## src/rtl/seq_addsub_pkg.sv

```systemverilog
// Shared definitions for the chunked adder/subtractor: FSM encoding and
// sizing helpers derived from the operand width and chunk width.
package seq_addsub_pkg;

    typedef enum logic [1:0] {
        ST_IDLE = 2'd0,
        ST_RUN  = 2'd1,
        ST_DONE = 2'd2
    } state_e;

    function automatic int num_chunks(input int n, input int chunk);
        return n / chunk;
    endfunction

    // A single-chunk configuration still needs a one-bit index register.
    function automatic int idx_width(input int n, input int chunk);
        return ((n / chunk) > 1) ? $clog2(n / chunk) : 1;
    endfunction

endpackage

```

## src/rtl/seq_addsub_chunk_adder.sv

```systemverilog
// W-bit ripple-carry adder assembled from per-bit full-adder cells.
module chunk_adder #(
    parameter int W = 8
) (
    input  logic [W-1:0] a,
    input  logic [W-1:0] b,
    input  logic         cin,
    output logic [W-1:0] sum,
    output logic         cout
);

    logic [W:0] c;

    assign c[0] = cin;

    for (genvar i = 0; i < W; i++) begin : g_fa
        assign sum[i]   = a[i] ^ b[i] ^ c[i];
        assign c[i+1]   = (a[i] & b[i]) | (c[i] & (a[i] ^ b[i]));
    end

    assign cout = c[W];

endmodule

```

## src/rtl/seq_addsub.sv

```systemverilog
// Multi-cycle two's-complement add/sub: N-bit operands go through one
// CHUNK-bit ripple adder, least-significant chunk first, with a carry register.
//
// state   | meaning
// --------+-------------------------------------------------------------
// IDLE    | waiting for in_valid; operands captured on accept
// RUN     | one chunk processed per cycle, index counts up
// DONE    | result and flags valid, held until out_ready
module seq_addsub
    import seq_addsub_pkg::*;
#(
    parameter int N     = 32,
    parameter int CHUNK = 8
) (
    input  logic         clk,
    input  logic         rst,
    input  logic         in_valid,
    output logic         in_ready,
    input  logic [N-1:0] op_a,
    input  logic [N-1:0] op_b,
    input  logic         sub,
    output logic         out_valid,
    input  logic         out_ready,
    output logic [N-1:0] result,
    output logic         carry_out,
    output logic         overflow,
    output logic         zero
);

    localparam int NUM_CHUNKS = num_chunks(N, CHUNK);
    localparam int IW         = idx_width(N, CHUNK);
    localparam logic [IW-1:0] LAST_IDX = IW'(NUM_CHUNKS - 1);

    state_e         state_q, state_d;
    logic [IW-1:0]  idx_q, idx_d;
    logic           carry_q, carry_d;
    logic [N-1:0]   a_q, a_d;
    logic [N-1:0]   b_q, b_d;
    logic [N-1:0]   result_q, result_d;
    logic           carry_out_q, carry_out_d;
    logic           overflow_q, overflow_d;
    logic           zero_q, zero_d;

    logic [CHUNK-1:0] a_chunk, b_chunk, sum_chunk;
    logic             cout_chunk;

    // Constant-base selects keep the chunk mux free of variable part-selects.
    always_comb begin
        a_chunk = '0;
        b_chunk = '0;
        for (int i = 0; i < NUM_CHUNKS; i++) begin
            if (idx_q == IW'(i)) begin
                a_chunk = a_q[i*CHUNK +: CHUNK];
                b_chunk = b_q[i*CHUNK +: CHUNK];
            end
        end
    end

    chunk_adder #(.W(CHUNK)) u_chunk_adder (
        .a    (a_chunk),
        .b    (b_chunk),
        .cin  (carry_q),
        .sum  (sum_chunk),
        .cout (cout_chunk)
    );

    always_comb begin
        state_d     = state_q;
        idx_d       = idx_q;
        carry_d     = carry_q;
        a_d         = a_q;
        b_d         = b_q;
        result_d    = result_q;
        carry_out_d = carry_out_q;
        overflow_d  = overflow_q;
        zero_d      = zero_q;

        unique case (state_q)
            ST_IDLE: begin
                if (in_valid) begin
                    a_d     = op_a;
                    b_d     = sub ? ~op_b : op_b;
                    carry_d = sub;
                    idx_d   = '0;
                    state_d = ST_RUN;
                end
            end
            ST_RUN: begin
                for (int i = 0; i < NUM_CHUNKS; i++) begin
                    if (idx_q == IW'(i)) begin
                        result_d[i*CHUNK +: CHUNK] = sum_chunk;
                    end
                end
                carry_d = cout_chunk;
                idx_d   = idx_q + IW'(1);
                if (idx_q == LAST_IDX) begin
                    idx_d       = '0;
                    state_d     = ST_DONE;
                    carry_out_d = cout_chunk;
                    overflow_d  = (a_q[N-1] == b_q[N-1]) && (result_d[N-1] != a_q[N-1]);
                    zero_d      = (result_d == '0);
                end
            end
            ST_DONE: begin
                if (out_ready) begin
                    state_d = ST_IDLE;
                end
            end
            default: state_d = ST_IDLE;
        endcase
    end

    always_ff @(posedge clk) begin
        if (rst) begin
            state_q     <= ST_IDLE;
            idx_q       <= '0;
            carry_q     <= 1'b0;
            a_q         <= '0;
            b_q         <= '0;
            result_q    <= '0;
            carry_out_q <= 1'b0;
            overflow_q  <= 1'b0;
            zero_q      <= 1'b0;
        end else begin
            state_q     <= state_d;
            idx_q       <= idx_d;
            carry_q     <= carry_d;
            a_q         <= a_d;
            b_q         <= b_d;
            result_q    <= result_d;
            carry_out_q <= carry_out_d;
            overflow_q  <= overflow_d;
            zero_q      <= zero_d;
        end
    end

    assign in_ready  = (state_q == ST_IDLE);
    assign out_valid = (state_q == ST_DONE);
    assign result    = result_q;
    assign carry_out = carry_out_q;
    assign overflow  = overflow_q;
    assign zero      = zero_q;

endmodule

```

## config.mk

```make
export PLATFORM = sky130hd
export DESIGN_NAME = seq_addsub
export DESIGN_NICKNAME = d
export VERILOG_FILES = /design/src/rtl/seq_addsub_pkg.sv /design/src/rtl/seq_addsub_chunk_adder.sv /design/src/rtl/seq_addsub.sv
export SDC_FILE = /design/constraint.sdc
export NUM_CORES = 1
export LEC_CHECK = 0
export CORE_ASPECT_RATIO = 1.1
export CORE_MARGIN = 2
export CORE_UTILIZATION = 55
export CTS_CLUSTER_DIAMETER = 120
export DETAILED_ROUTE_END_ITERATION = 10
export MAX_ROUTING_LAYER = met4
export PLACE_DENSITY = 0.83
export SETUP_SLACK_MARGIN = 0.4
export SYNTH_ARGS = -nofsm -noshare
export SYNTH_HDL_FRONTEND = slang
export SYNTH_SLANG_ARGS = --single-unit
```

## constraint.sdc

```tcl
create_clock -name clk -period 8.64 [get_ports clk]
set_clock_uncertainty 0.15 [all_clocks]
set_input_delay 2.16 -clock clk [delete_from_list [all_inputs] [get_ports clk]]
set_output_delay 2.16 -clock clk [all_outputs]
set_load 0.05 [all_outputs]
```

== Word level (Yosys, flattened, before mapping) ==
Cells that the tools add are included.
Storage, ports and cells
  logic and storage cells: 96
  output and inout bits: 37
  flip-flop bits (word level): 104
Cells by class
  bitwise gates (word level): 41
  mux-type cells: 26
  reductions and logical operators: 9
  equality and inequality tests: 10
  add/sub/neg operators: 1
Operators by type and width (count)
  8-bit 2-to-1 mux: 16
  32-bit zero test: 1
  32-bit 2-to-1 mux: 1
  32-bit NOT: 1
  1-bit bitwise AND: 16
  1-bit XOR: 16
  2-bit 2-to-1 mux: 5
  1-bit bitwise OR: 8
  2-bit equality test, second input constant: 3
  2-bit case mux with 3 select lines: 1
  2-bit AND reduction: 3
  2-bit by 1-bit equality test with 1-bit output, second input constant: 2
  2-bit zero test: 2
  2-bit inequality test, second input constant: 2
  2-bit case mux with 2 select lines: 1
  3-bit AND reduction: 1
  2-bit by 1-bit adder with 2-bit output, second input constant: 1
  2-bit by 1-bit inequality test with 1-bit output, second input constant: 1
  1-bit case mux with 2 select lines: 1
  2-bit nonzero test: 1
  1-bit equality test: 1
  1-bit logical AND: 1
  1-bit 2-to-1 mux: 1
  1-bit inequality test: 1

== Depth between registers and ports, before layout ==
Gate-level depths: netlist (run 1).
  depth after elaboration: 25
  gate-level depth with buffers: 27
  gate-level depth less buffers: 25

== Hierarchy ==
From an unflattened synthesis (run 1), not the netlist that was laid out.
Unflattened totals
  cells, all modules: 604
  area, all modules: 4954.8 um2
Modules (own cells, without submodules)
  seq_addsub: cells each 586, seq. area each 2082.0 um2, area an instance 4757.1 um2, times used 1
  chunk_adder: cells each 18, seq. area each 0.0 um2, area an instance 197.7 um2, times used 1

== Worst setup path after synthesis (run 1) ==
Ideal clock, no wire load.
  kind: reg2reg
  start: register idx_q[1]
  end: register zero_q (netlist: zero)
  setup slack: 2.966 ns
  required time: 8.403 ns
  path buffers: 2
  arrival: 5.437 ns
  cell stages (with the launch flop): 27
  period minus slack after synthesis: 5.674 ns
  path through: dfxtp_1 inv_1 ha_1 clkbuf_8 clkbuf_1 nand3b_1 a21oi_1 a21oi_1 nor2_1 a21oi_1 fa_1 inv_1 fa_1 inv_1 fa_1 fa_1 inv_1 fa_1 inv_1 fa_1 fa_1 inv_1 fa_1 nor2b_1 a32oi_1 or4_1 o31ai_1
On the way
  longest elaborated chain between the ends: 24
Ends and longest elaborated chain
  start, declared: line seq_addsub.sv:35  | logic [IW-1:0] idx_q, idx_d;
  start signal, assigned: line seq_addsub.sv:126  | idx_q <= idx_d;
  2-bit zero test: line seq_addsub.sv:52, seq_addsub.sv:90
  8-bit 2-to-1 mux (4 in a row): line seq_addsub.sv:52  | if (idx_q == IW'(i)) begin
  1-bit XOR: line seq_addsub_chunk_adder.sv:17, seq_addsub_chunk_adder.sv:18
  1-bit bitwise AND: line seq_addsub_chunk_adder.sv:18  | assign c[i+1] = (a[i] & b[i]) | (c[i] & (a[i] ^ b[i]));
  1-bit bitwise OR: line seq_addsub_chunk_adder.sv:18
  1-bit bitwise AND: line seq_addsub_chunk_adder.sv:18
  1-bit bitwise OR: line seq_addsub_chunk_adder.sv:18
  1-bit bitwise AND: line seq_addsub_chunk_adder.sv:18
  (+5 left out)
  1-bit bitwise AND: line seq_addsub_chunk_adder.sv:18
  1-bit bitwise OR: line seq_addsub_chunk_adder.sv:18
  1-bit bitwise AND: line seq_addsub_chunk_adder.sv:18
  1-bit bitwise OR: line seq_addsub_chunk_adder.sv:18
  1-bit XOR: line seq_addsub_chunk_adder.sv:17  | assign sum[i] = a[i] ^ b[i] ^ c[i];
  8-bit 2-to-1 mux: line seq_addsub.sv:90  | if (idx_q == IW'(i)) begin
  8-bit 2-to-1 mux: line seq_addsub.sv:78  | unique case (state_q)
  32-bit zero test: line seq_addsub.sv:101  | zero_d = (result_d == '0);
  end signal, assigned: line seq_addsub.sv:133  | zero_q <= zero_d;
  end, declared: line seq_addsub.sv:42  | logic zero_q, zero_d;
Several ways; a longest one is shown, not always the timed one. The select of a mux whose other input is x is not followed.
A chain may end at the register's enable or synchronous reset.

== Final worst setup path (run 1) ==
  start: register idx_q[0]
  end: register zero_q (netlist: zero)
Same word-level chain as after synthesis.

==> results.ini, run 1 <==
[status]
status = finished clean

[logic_synthesis]
synth_async_sr_flop_share = 0
synthCells = 593
avgSynthCellArea_um2 = 8.172
ys_seq_elements = 104
synth-edff-count = 0
dominantRegCellSynth = dfxtp_1
mappedNetlistArea_um2 = 4846
synth_sequential_area_ratio = 0.4296
synthesis.nets = 674
synth-warning-count = 0
synth_cell_types = 38

[power_and_ir_drop]
ir_worst_vdd_uv = 83.54
switching_share = 0.3014
clock_power_share = 0.284
total_switching_power_uw = 323.4
power_report.internal_total_uw = 749.4
combinational_power_share = 0.224
finalPower_uw = 1073
p_per_area_nw_per_um2 = 179.0
power.share.sequential = 0.493
leakagePower_uw = 0.002071

[cells_and_area]
mostFrequentLayoutCells = dfxtp_1 (104), clkdlybuf4s50_1 (103), nand2_1 (100)
fill_cells = 668
syn_to_final_growth_pct = 23.70
most_common_cell_after_layout_fill_and_taps_aside = dfxtp_1
final-seq-area_um2 = 2082
post-route-util = 0.7093
multiInputGateArea_um2 = 2480
nets = 741
drive_gt1_frac = 0.03609
antenna_cells = 0

[drt]
drt_pass1_iterations = 5
residual_drc_count = 0
detail_route.wirelength_um = 11220
vias_per_cell = 5.503
drt.antenna.violating_nets = 0
detail_route.wl_per_cell_um = 14.46
drt_first_iter_violations = 270
route.vias.total = 4270

[sta]
totalNegativeSetupSlack_ns = 0
setup_ws_ns = 2.224
max_slew_margin = 0.2393
fin_hold_viols = 0
finalCritPeriodShare = 0.7426
worst_slew_pin_slew_ns = 1.141
post-route-min-period_ns = 6.416
finalSetupViolCount = 0
final_number_of_max_transition_violations = 0
rsz0062_at_grt = no
fmax_mhz = 155.9

[placed_design]
dp.final_hpwl_um = 8144
globalplace.congestion = 0.8809
preCtsSetupSlack_ns = 2.277
port-buffer-count = 105

[clock_tree]
clock_path_buffers = 2
cts_tree = done
h-tree-depth = 3
post_cts_resized = 0
numCtsBuffers = 9
worstSkewPairLatency_ns = 0.37
cts.root.buffer_cell = clkbuf_8
cts.reportedPaths.clkPinSlew_ns = 0.10
postCtsSetupBuffers = 0
hold_fix_buffers_at_cts = 0
tritoncts_num_sinks = 104

[worst_setup_path]
crit_path_max_fanout = 37
worst_ep_arrival_time_ns = 6.55
worstSetupEndpointType = register
worstPathRequired_ns = 8.77
crit_path_start_kind = register
setup_cp_type = register to register

[die]
total_die_area_um2 = 9578
die_h_um = 102.4
chip_width_um = 93.50
initial_core_util = 0.5734
num_io_pins = 106
floorplan.rows = 35
std_cell_core_area_um2 = 8452

[hold_path]
worstHoldPathType = register to register

[global_route]
grt_antenna_before_repair = 0
grt_first_pass_wirelength_um = 17970
globalRouteOverflowTotal = 0
grt_start_max_net_pins = 106
globalRouteTotalUtil = 0.2445
vias_in_the_first_global_route = 3905

[flow_run]
max_cap_violations = 0

final timing paths:
kind	end	cells past startpoint	slack, ns	startpoint
worst max register to register	zero	23	2.22	idx_q[0]
worst min register to register	a_q[9]	2	0.31	a_q[9]
worst max-delay path	zero	23	2.22	idx_q[0]
worst min-delay path	a_q[9]	2	0.31	a_q[9]
logic make-up (layout without fill, tap and decap cells):
kind of cell / after synthesis / in the layout / synth area share
xor+xnor: 32 / 32 / 0.05784
buf+inv: 61 / 133 / 0.05887
compound gates: 150 / 150 / 0.1869
flops: 104 / 104 / 0.4296
mux: 9 / 9 / 0.01859
fa+ha+maj: 12 / 12 / 0.04338
simple gates: 225 / 225 / 0.2048
power by group through the flow:
stage	Clock, uW	Combinational (uW)	Sequential, uW
after global routing	328	260	532
after global placement	0	230	539
final	304	240	528
after detailed placement	0	238	539
after CTS	307	238	528
after floorplan	0	147	551
critical path, stage by stage (launching register included):
cell and delay (ns):
dfxtp_1 0.42, ha_1 0.85, nand2_1 0.15, a21oi_1 0.16
a21oi_1 0.06, nor2_1 0.13, a21oi_1 0.06, fa_1 0.36
inv_1 0.08, fa_1 0.17, inv_1 0.06, fa_1 0.44
fa_1 0.43, inv_1 0.10, fa_1 0.18, inv_1 0.06
fa_1 0.45, fa_1 0.42, inv_1 0.07, fa_1 0.51
nor2b_1 0.23, a32oi_1 0.12, or4_1 0.44, o31ai_1 0.22
stage by stage:
| stage | std cells | hold slack (ns) | cell area, um^2 |
|---|---|---|---|
| floorplan | 593 | 0.2864 | 4846 |
| global placement | 760 | 0.2931 | 5798 |
| detailed placement | 760 | 0.2991 | 5798 |
| CTS | 776 | 0.3125 | 5995 |
| global route | 776 | 0.3298 | 5995 |
| finish | 776 | 0.3099 | 5995 |
synth_stat cells, types with 2 or more instances:
cell | number | area (um^2)
nor2b_1 | 3 | 18.77
nor2_1 | 80 | 300.3
nand3_1 | 2 | 10.01
mux2i_1 | 9 | 90.09
a211oi_1 | 53 | 397.9
o21ai_0 | 6 | 30.03
nor3_1 | 3 | 15.01
inv_1 | 9 | 33.78
buf_2 | 20 | 100.1
a32oi_1 | 2 | 17.52
clkbuf_8 | 3 | 41.29
nand2b_1 | 4 | 25.02
and2_1 | 3 | 18.77
nand3b_1 | 17 | 127.6
fa_1 | 8 | 160.2
nor4_1 | 4 | 25.02
dfxtp_1 | 104 | 2082
nand2_1 | 100 | 375.4
a21oi_1 | 83 | 415.4
a31oi_1 | 2 | 12.51
ha_1 | 4 | 50.05
xnor2_1 | 32 | 280.3
clkbuf_1 | 27 | 101.4
registers in the layout, indices dropped and copies added (netlist names):
signal / count
b_q: 32
result: 32
carry_q: 1
zero: 1
overflow: 1
idx_q: 2
state_q: 2
carry_out: 1
a_q: 32
per-layer routing:
layer	GRT usage	routed length, um	up-vias
met5	-	0	-
met4	0.08032	206	0
met3	0.04572	703	29
met2	0.4184	5604	179
met1	0.2915	4705	1930
li1	-	-	2132
area by class of cell:
class	instances	area share
Clock buffer	11	0.02192
Clock inverter	5	0.01085
Inverter	9	0.005636
Multi-Input combinational cell	428	0.4137
Sequential cell	104	0.3473
Tap cell	111	0.02317
Timing Repair Buffer	108	0.1774
Note: power is estimated with default switching activity, not from simulation.
==> run 2, diff against run 1 <==
- CORE_UTILIZATION: 55 -> 51
- PLACE_DENSITY: 0.83 -> 0.77
- clock period: 8.64 -> 6.2 ns (I/O delays scaled with it)
==> run 2 against run 1 <==
Worst hold slack got worse by 0.0028 ns. First-iteration DRC count decreased by 36%. Combinational power increased by 47%. Highest routed layer unchanged. Non-clock buffer count increased by 8. Cell count increased by 1.7%. Setup slack got worse by 1.5 ns. Critical endpoint unchanged. Critical path depth increased by 1. Maximum frequency increased by 17%. Power increased by 37%. Die area increased by 7.5%. Largest power group unchanged.
==> results.ini, run 2 (synthesis gave the netlist of run 1 again) <==
[clock_tree]
numCtsBuffers = 9  ; unchanged
cts_tree = done
cts.root.buffer_cell = clkbuf_8
clock_path_buffers = 2  ; unchanged
cts.reportedPaths.clkPinSlew_ns = 0.09  ; about the same
worstSkewPairLatency_ns = 0.37  ; about the same
tritoncts_num_sinks = 104  ; unchanged
h-tree-depth = 3  ; unchanged

[placed_design]
port-buffer-count = 105  ; unchanged
dp.final_hpwl_um = 8185  ; +0.50%
globalplace.congestion = 0.8995  ; +2.1%
detailed_place.area_um2 = 5838  ; +0.69%

[worst_setup_path]
setup_cp_type = register to register
worst_ep_arrival_time_ns = 5.63  ; -0.92 ns
crit_cells = 24  ; +4.3%
cpMostUsedCell = inv_1
crit_path_max_fanout = 8  ; -78%
critPathMaxStageDelay_ns = 0.48  ; -0.37 ns
slowest_stage = fa_2
path_delay_family = adder cells
worstRegToRegCells = 24  ; +4.3%
crit_path_start_kind = register
r2r_setup_slack_ns = 0.71  ; -1.52 ns
worst-path-buf-inv = 6  ; +1
worstPathRequired_ns = 6.34  ; -2.43 ns
crit-reg2reg-launch = idx_q[1]
worst_r2r_endpoint = zero
critPathLaunch = idx_q[1]
timing.critical_path.cells = inv_2, ha_4, nand3b_1, a21oi_1, a21oi_1, nor2_1, a21oi_1, fa_2, inv_1, fa_1, inv_1, fa_2, fa_1, inv_1, fa_1, inv_1, fa_2, fa_1, inv_1, fa_2, nor2b_4, a32oi_1, or4_1, o31ai_1
worstSetupEndpointType = register

[cells_and_area]
mostFrequentLayoutCells = clkdlybuf4s50_1 (103), dfxtp_1 (102), nand2_1 (100)
nets = 749  ; +1.1%
antenna_cells = 0  ; unchanged
most_common_cell_after_layout_fill_and_taps_aside = clkdlybuf4s50_1
syn_to_final_growth_pct = 25.46
design_area_um2 = 6080  ; +1.4%
drive_gt1_frac = 0.06250  ; +0.02641

[sta]
worst_slew_pin_slew_ns = 1.152  ; +0.01076 ns
max_slew_margin = 0.2303  ; -0.009031
post-route-min-period_ns = 5.494  ; -0.9220 ns
finalCritPeriodShare = 0.8861  ; +0.1435
finalHoldWorstSlack_ns = 0.3071  ; -0.002848 ns
fin_hold_viols = 0  ; unchanged
fmax_mhz = 182.0  ; +17%
rsz0062_at_grt = no
final_number_of_max_transition_violations = 0  ; unchanged
totalNegativeSetupSlack_ns = 0  ; unchanged
finalSetupViolCount = 0  ; unchanged

[global_route]
grt_antenna_before_repair = 0  ; unchanged
grt_first_pass_wirelength_um = 18420  ; +2.5%
globalRouteTotalUtil = 0.2266  ; -0.01795
globalRouteOverflowTotal = 0  ; unchanged
grt_start_max_net_pins = 106  ; unchanged
vias_in_the_first_global_route = 3919  ; +0.36%

[hold_path]
worstHoldPathType = register to register
min-delay-start = carry_out
timing.hold.worst_path_depth = 2  ; unchanged
hold_path_end = carry_out

[die]
initial_core_util = 0.5208  ; -0.05258
die_h_um = 106.2  ; +3.7%
chip_width_um = 96.94  ; +3.7%
floorplan.rows = 37  ; +5.7%
num_io_pins = 106  ; unchanged
total_die_area_um2 = 10300  ; +7.5%
std_cell_core_area_um2 = 9305  ; +10%

[drt]
detail_route.wl_per_cell_um = 14.64  ; +1.2%
drt_first_iter_violations = 173  ; -36%
route.vias.total = 4262  ; -0.19%
detail_route.wirelength_um = 11550  ; +2.9%
drt.antenna.violating_nets = 0  ; unchanged
drt_pass1_iterations = 5  ; unchanged
residual_drc_count = 0  ; unchanged
vias_per_cell = 5.402  ; -1.8%

[power_and_ir_drop]
p_per_area_nw_per_um2 = 240.9  ; +35%
ir_worst_vdd_uv = 129.7  ; +55%
leakagePower_uw = 0.002104  ; +1.6%

[flow_run]
max_cap_violations = 0  ; unchanged

[status]
status = finished clean

## run 2: changes by cell type in the layout (fill, tap and decap cells not counted), sizes merged
cell,previous run,this run
buf,5,13
bufinv,1,0
clkinv,2,1
clkinvlp,0,1
## run 2: how the worst max path moves through the flow
| stage | endpoint | slack (ns) |
|---|---|---|
| 2_1_floorplan | zero | 0.53 |
| 6_report | zero | 0.71 |
| 4_1_cts | zero | 0.41 |
| 3_3_place_gp | zero | 0.44 |
| 5_1_grt | zero | 0.41 |
| 3_5_place_dp | zero | 0.21 |
## run 2: area by class of cell
class	count	area (um^2)
repair buffers	116	1126
multi-input cells	428	2525
clock inverters	4	30.03
clock buffers	11	131.4
inverters	9	33.78
fillers	792	3226
well taps	117	146.4
flip-flops and latches	104	2087
## run 2: layer usage
metal	vias to the layer above	share of wire	track usage
met2	128	0.49	0.3755
met4	0	0.022	0.08249
met5	-	0	-
met3	19	0.044	0.04865
met1	1965	0.44	0.2739
li1	2150	-	-
## run 2: metrics by stage
step	instances	setup WS, ns	total power (uW)	util
final	789	0.7059	1465	0.6534
after global routing	789	0.4071	1532	0.6534
after CTS	785	0.4113	1460	0.6464
after detailed placement	770	0.2147	1087	0.6274
after global placement	770	0.4358	1077	0.6274
after floorplan	593	0.5265	972.8	-
## run 2: worst min-delay path, delay by kind of cell, from the launching register on
kind	cells	cell delay, ns
DFF	1	0.32
and+or+nand+nor	1	0.05
AOI/OAI and AO/OA	1	0.05
## run 2: repair_timing
action | in CTS | in global routing
gates resized for setup | 5 | 10
endpoints found under the setup margin | 1 | 1
pin swaps | 0 | 3
buffers inserted | 0 | 4
hold buffers | 0 | 0
## run 2: where the power goes
part           switching, uW  internal, uW
sequential              28.6           709
combinational            197           156
clock                    228           147
total                    453          1010
==> run 3, diff against run 2 <==
- ABC_CLOCK_PERIOD_IN_PS: unset -> 6200
- CORE_ASPECT_RATIO: 1.1 -> 1.2
==> run 3 against run 2 <==
Non-clock buffer count up 3. Utilization up 1.9 points. Sequential share of layout area down 0.34 points. Routed wire length down 2.2%. Cell count up 0.89%. Clock power up 7.5%. Clock-buffer cell count unchanged. Setup slack worse by 0.091 ns. First-iteration DRC count up 62%. Critical path depth up 1. Worst hold slack better by 0.0039 ns. Critical path type unchanged.
==> results.ini, run 3 (synthesis gave the netlist of run 1 again) <==
[status]
status = finished clean

[drt]
detail_route.wl_per_cell_um = 14.19  ; -3.1%
route.vias.total = 4291  ; +0.68%
drt_pass1_iterations = 5  ; unchanged
detail_route.wirelength_um = 11290  ; -2.2%
residual_drc_count = 0  ; unchanged
drt_first_iter_violations = 280  ; +62%
drt.antenna.violating_nets = 0  ; unchanged
vias_per_cell = 5.391  ; -0.20%

[hold_path]
worstHoldPathType = register to register
min-delay-start = a_q[14]

[die]
initial_core_util = 0.5308  ; +0.01006
floorplan.rows = 38  ; +2.7%
std_cell_core_area_um2 = 9129  ; -1.9%
num_io_pins = 106  ; unchanged
total_die_area_um2 = 10300  ; about the same
chip_width_um = 92.99  ; -4.1%
die_h_um = 110.8  ; +4.3%

[cells_and_area]
drive_gt1_frac = 0.06805  ; +0.005547
nets = 752  ; +0.40%
design_area_um2 = 6133  ; +0.88%
antenna_cells = 0  ; unchanged
most_common_cell_after_layout_fill_and_taps_aside = clkdlybuf4s50_1
post-route-util = 0.6719  ; +0.01852
mostFrequentLayoutCells = clkdlybuf4s50_1 (103), dfxtp_1 (102), nand2_1 (100)
layout.cells.non_filler = 796  ; +0.89%
syn_to_final_growth_pct = 26.57

[worst_setup_path]
path_delay_family = adder cells
worst_ep_arrival_time_ns = 5.72  ; +0.09 ns
setup_cp_type = register to register
crit_path_max_fanout = 6  ; -2
crit-reg2reg-launch = idx_q[1]
crit_path_start_kind = register
critPathLaunch = idx_q[1]
worst-path-buf-inv = 6  ; unchanged
slowest_stage = fa_2
critPathMaxStageDelay_ns = 0.46  ; -0.02 ns
worstPathRequired_ns = 6.34  ; about the same
worstSetupEndpointType = register

[clock_tree]
numCtsBuffers = 9  ; unchanged
hold_fix_buffers_at_cts = 0  ; unchanged
tritoncts_num_sinks = 104  ; unchanged
h-tree-depth = 3  ; unchanged
clock_path_buffers = 2  ; unchanged
cts_tree = done
cts.reportedPaths.clkPinSlew_ns = 0.10  ; about the same
cts.root.buffer_cell = clkbuf_8
worstSkewPairLatency_ns = 0.36  ; about the same

[global_route]
vias_in_the_first_global_route = 3972  ; +1.4%
gr_util_met3 = 0.03807  ; -0.01058
grt_busiest_layer = met2
globalRouteOverflowTotal = 0  ; unchanged
grt_first_pass_wirelength_um = 18800  ; +2.1%
met1_routing_resource_usage_after_global_routing = 0.2908  ; +0.01690
grt_start_max_net_pins = 61  ; -42%
globalRouteTotalUtil = 0.2319  ; +0.005257
routing_usage_on_met2 = 0.3763  ; +0.0008325
grt_antenna_before_repair = 0  ; unchanged

[sta]
finalSetupViolCount = 0  ; unchanged
fmax_mhz = 179.1  ; -1.6%
worst_slew_pin_slew_ns = 1.092  ; -0.05946 ns
final_number_of_max_transition_violations = 0  ; unchanged
fin_hold_viols = 0  ; unchanged
totalNegativeSetupSlack_ns = 0  ; unchanged
finalCritPeriodShare = 0.9008  ; +0.01467
max_slew_margin = 0.2700  ; +0.03974
rsz0062_at_grt = no
finalHoldWorstSlack_ns = 0.3109  ; +0.003879 ns
post-route-min-period_ns = 5.585  ; +0.09094 ns

[placed_design]
dp.final_hpwl_um = 8355  ; +2.1%
port-buffer-count = 105  ; unchanged
detailed_place.area_um2 = 5854  ; +0.28%
globalplace.congestion = 0.9051  ; +0.62%
numPlacedInstances = 775  ; +0.65%

[power_and_ir_drop]
ir_worst_vdd_uv = 119.3  ; -8.1%
leakagePower_uw = 0.002137  ; +1.6%
p_per_area_nw_per_um2 = 242.3  ; +0.58%

[flow_run]
max_cap_violations = 0  ; unchanged

## run 3: changes by cell type in the layout (fill, tap and decap cells not counted), sizes merged
cell    change
clkinv      +1
buf         +3
## run 3: final timing paths
path | slack (ns) | cells past startpoint | endpoint
setup / recovery | 0.61 | 25 | zero
hold / removal | 0.31 | 2 | a_q[14]
setup reg to reg | 0.61 | 25 | zero
hold reg to reg | 0.31 | 2 | a_q[14]
## run 3: metal layers
metal	wire (um)	part of all wire
met1	4812	0.43
met2	5604	0.50
met3	560	0.050
met4	316	0.028
met5	0	0
## run 3: worst register-to-register path, delay by kind of cell (launching register included)
family,cells,cell delay [ns]
buffers and inverters,6,0.48
AO/OA/AOI/OAI,5,0.62
AND/OR/NAND/NOR,5,0.82
flip-flops,1,0.36
adder cells (fa/ha/maj),9,3.10
## run 3: layout make-up
type	count	area [um^2]
fillers	781	2995
multi-input cells	428	2525
flip-flops and latches	104	2085
repair buffers	119	1150
clock buffers	11	151.4
well taps	120	150.1
clock inverters	5	38.79
inverters	9	33.78
## run 3: stage by stage
stage / total power, uW / setup slack (ns)
detailed placement: 1086 / 0.2413
global placement: 1079 / 0.3918
floorplan: 972.8 / 0.5265
global route: 1561 / 0.3701
finish: 1486 / 0.6150
CTS: 1483 / 0.4146
## run 3: timing repair
action | 4_1_cts | 5_1_grt
setup buffers | 0 | 5
resized for setup | 7 | 6
pin swaps | 0 | 2
endpoints found under the setup margin | 1 | 1
## run 3: report_power, final
part	internal, uW	switching, uW	total (uW)
Clock	171	231	402
Combinational	155	193	347
Sequential	709	27.9	737
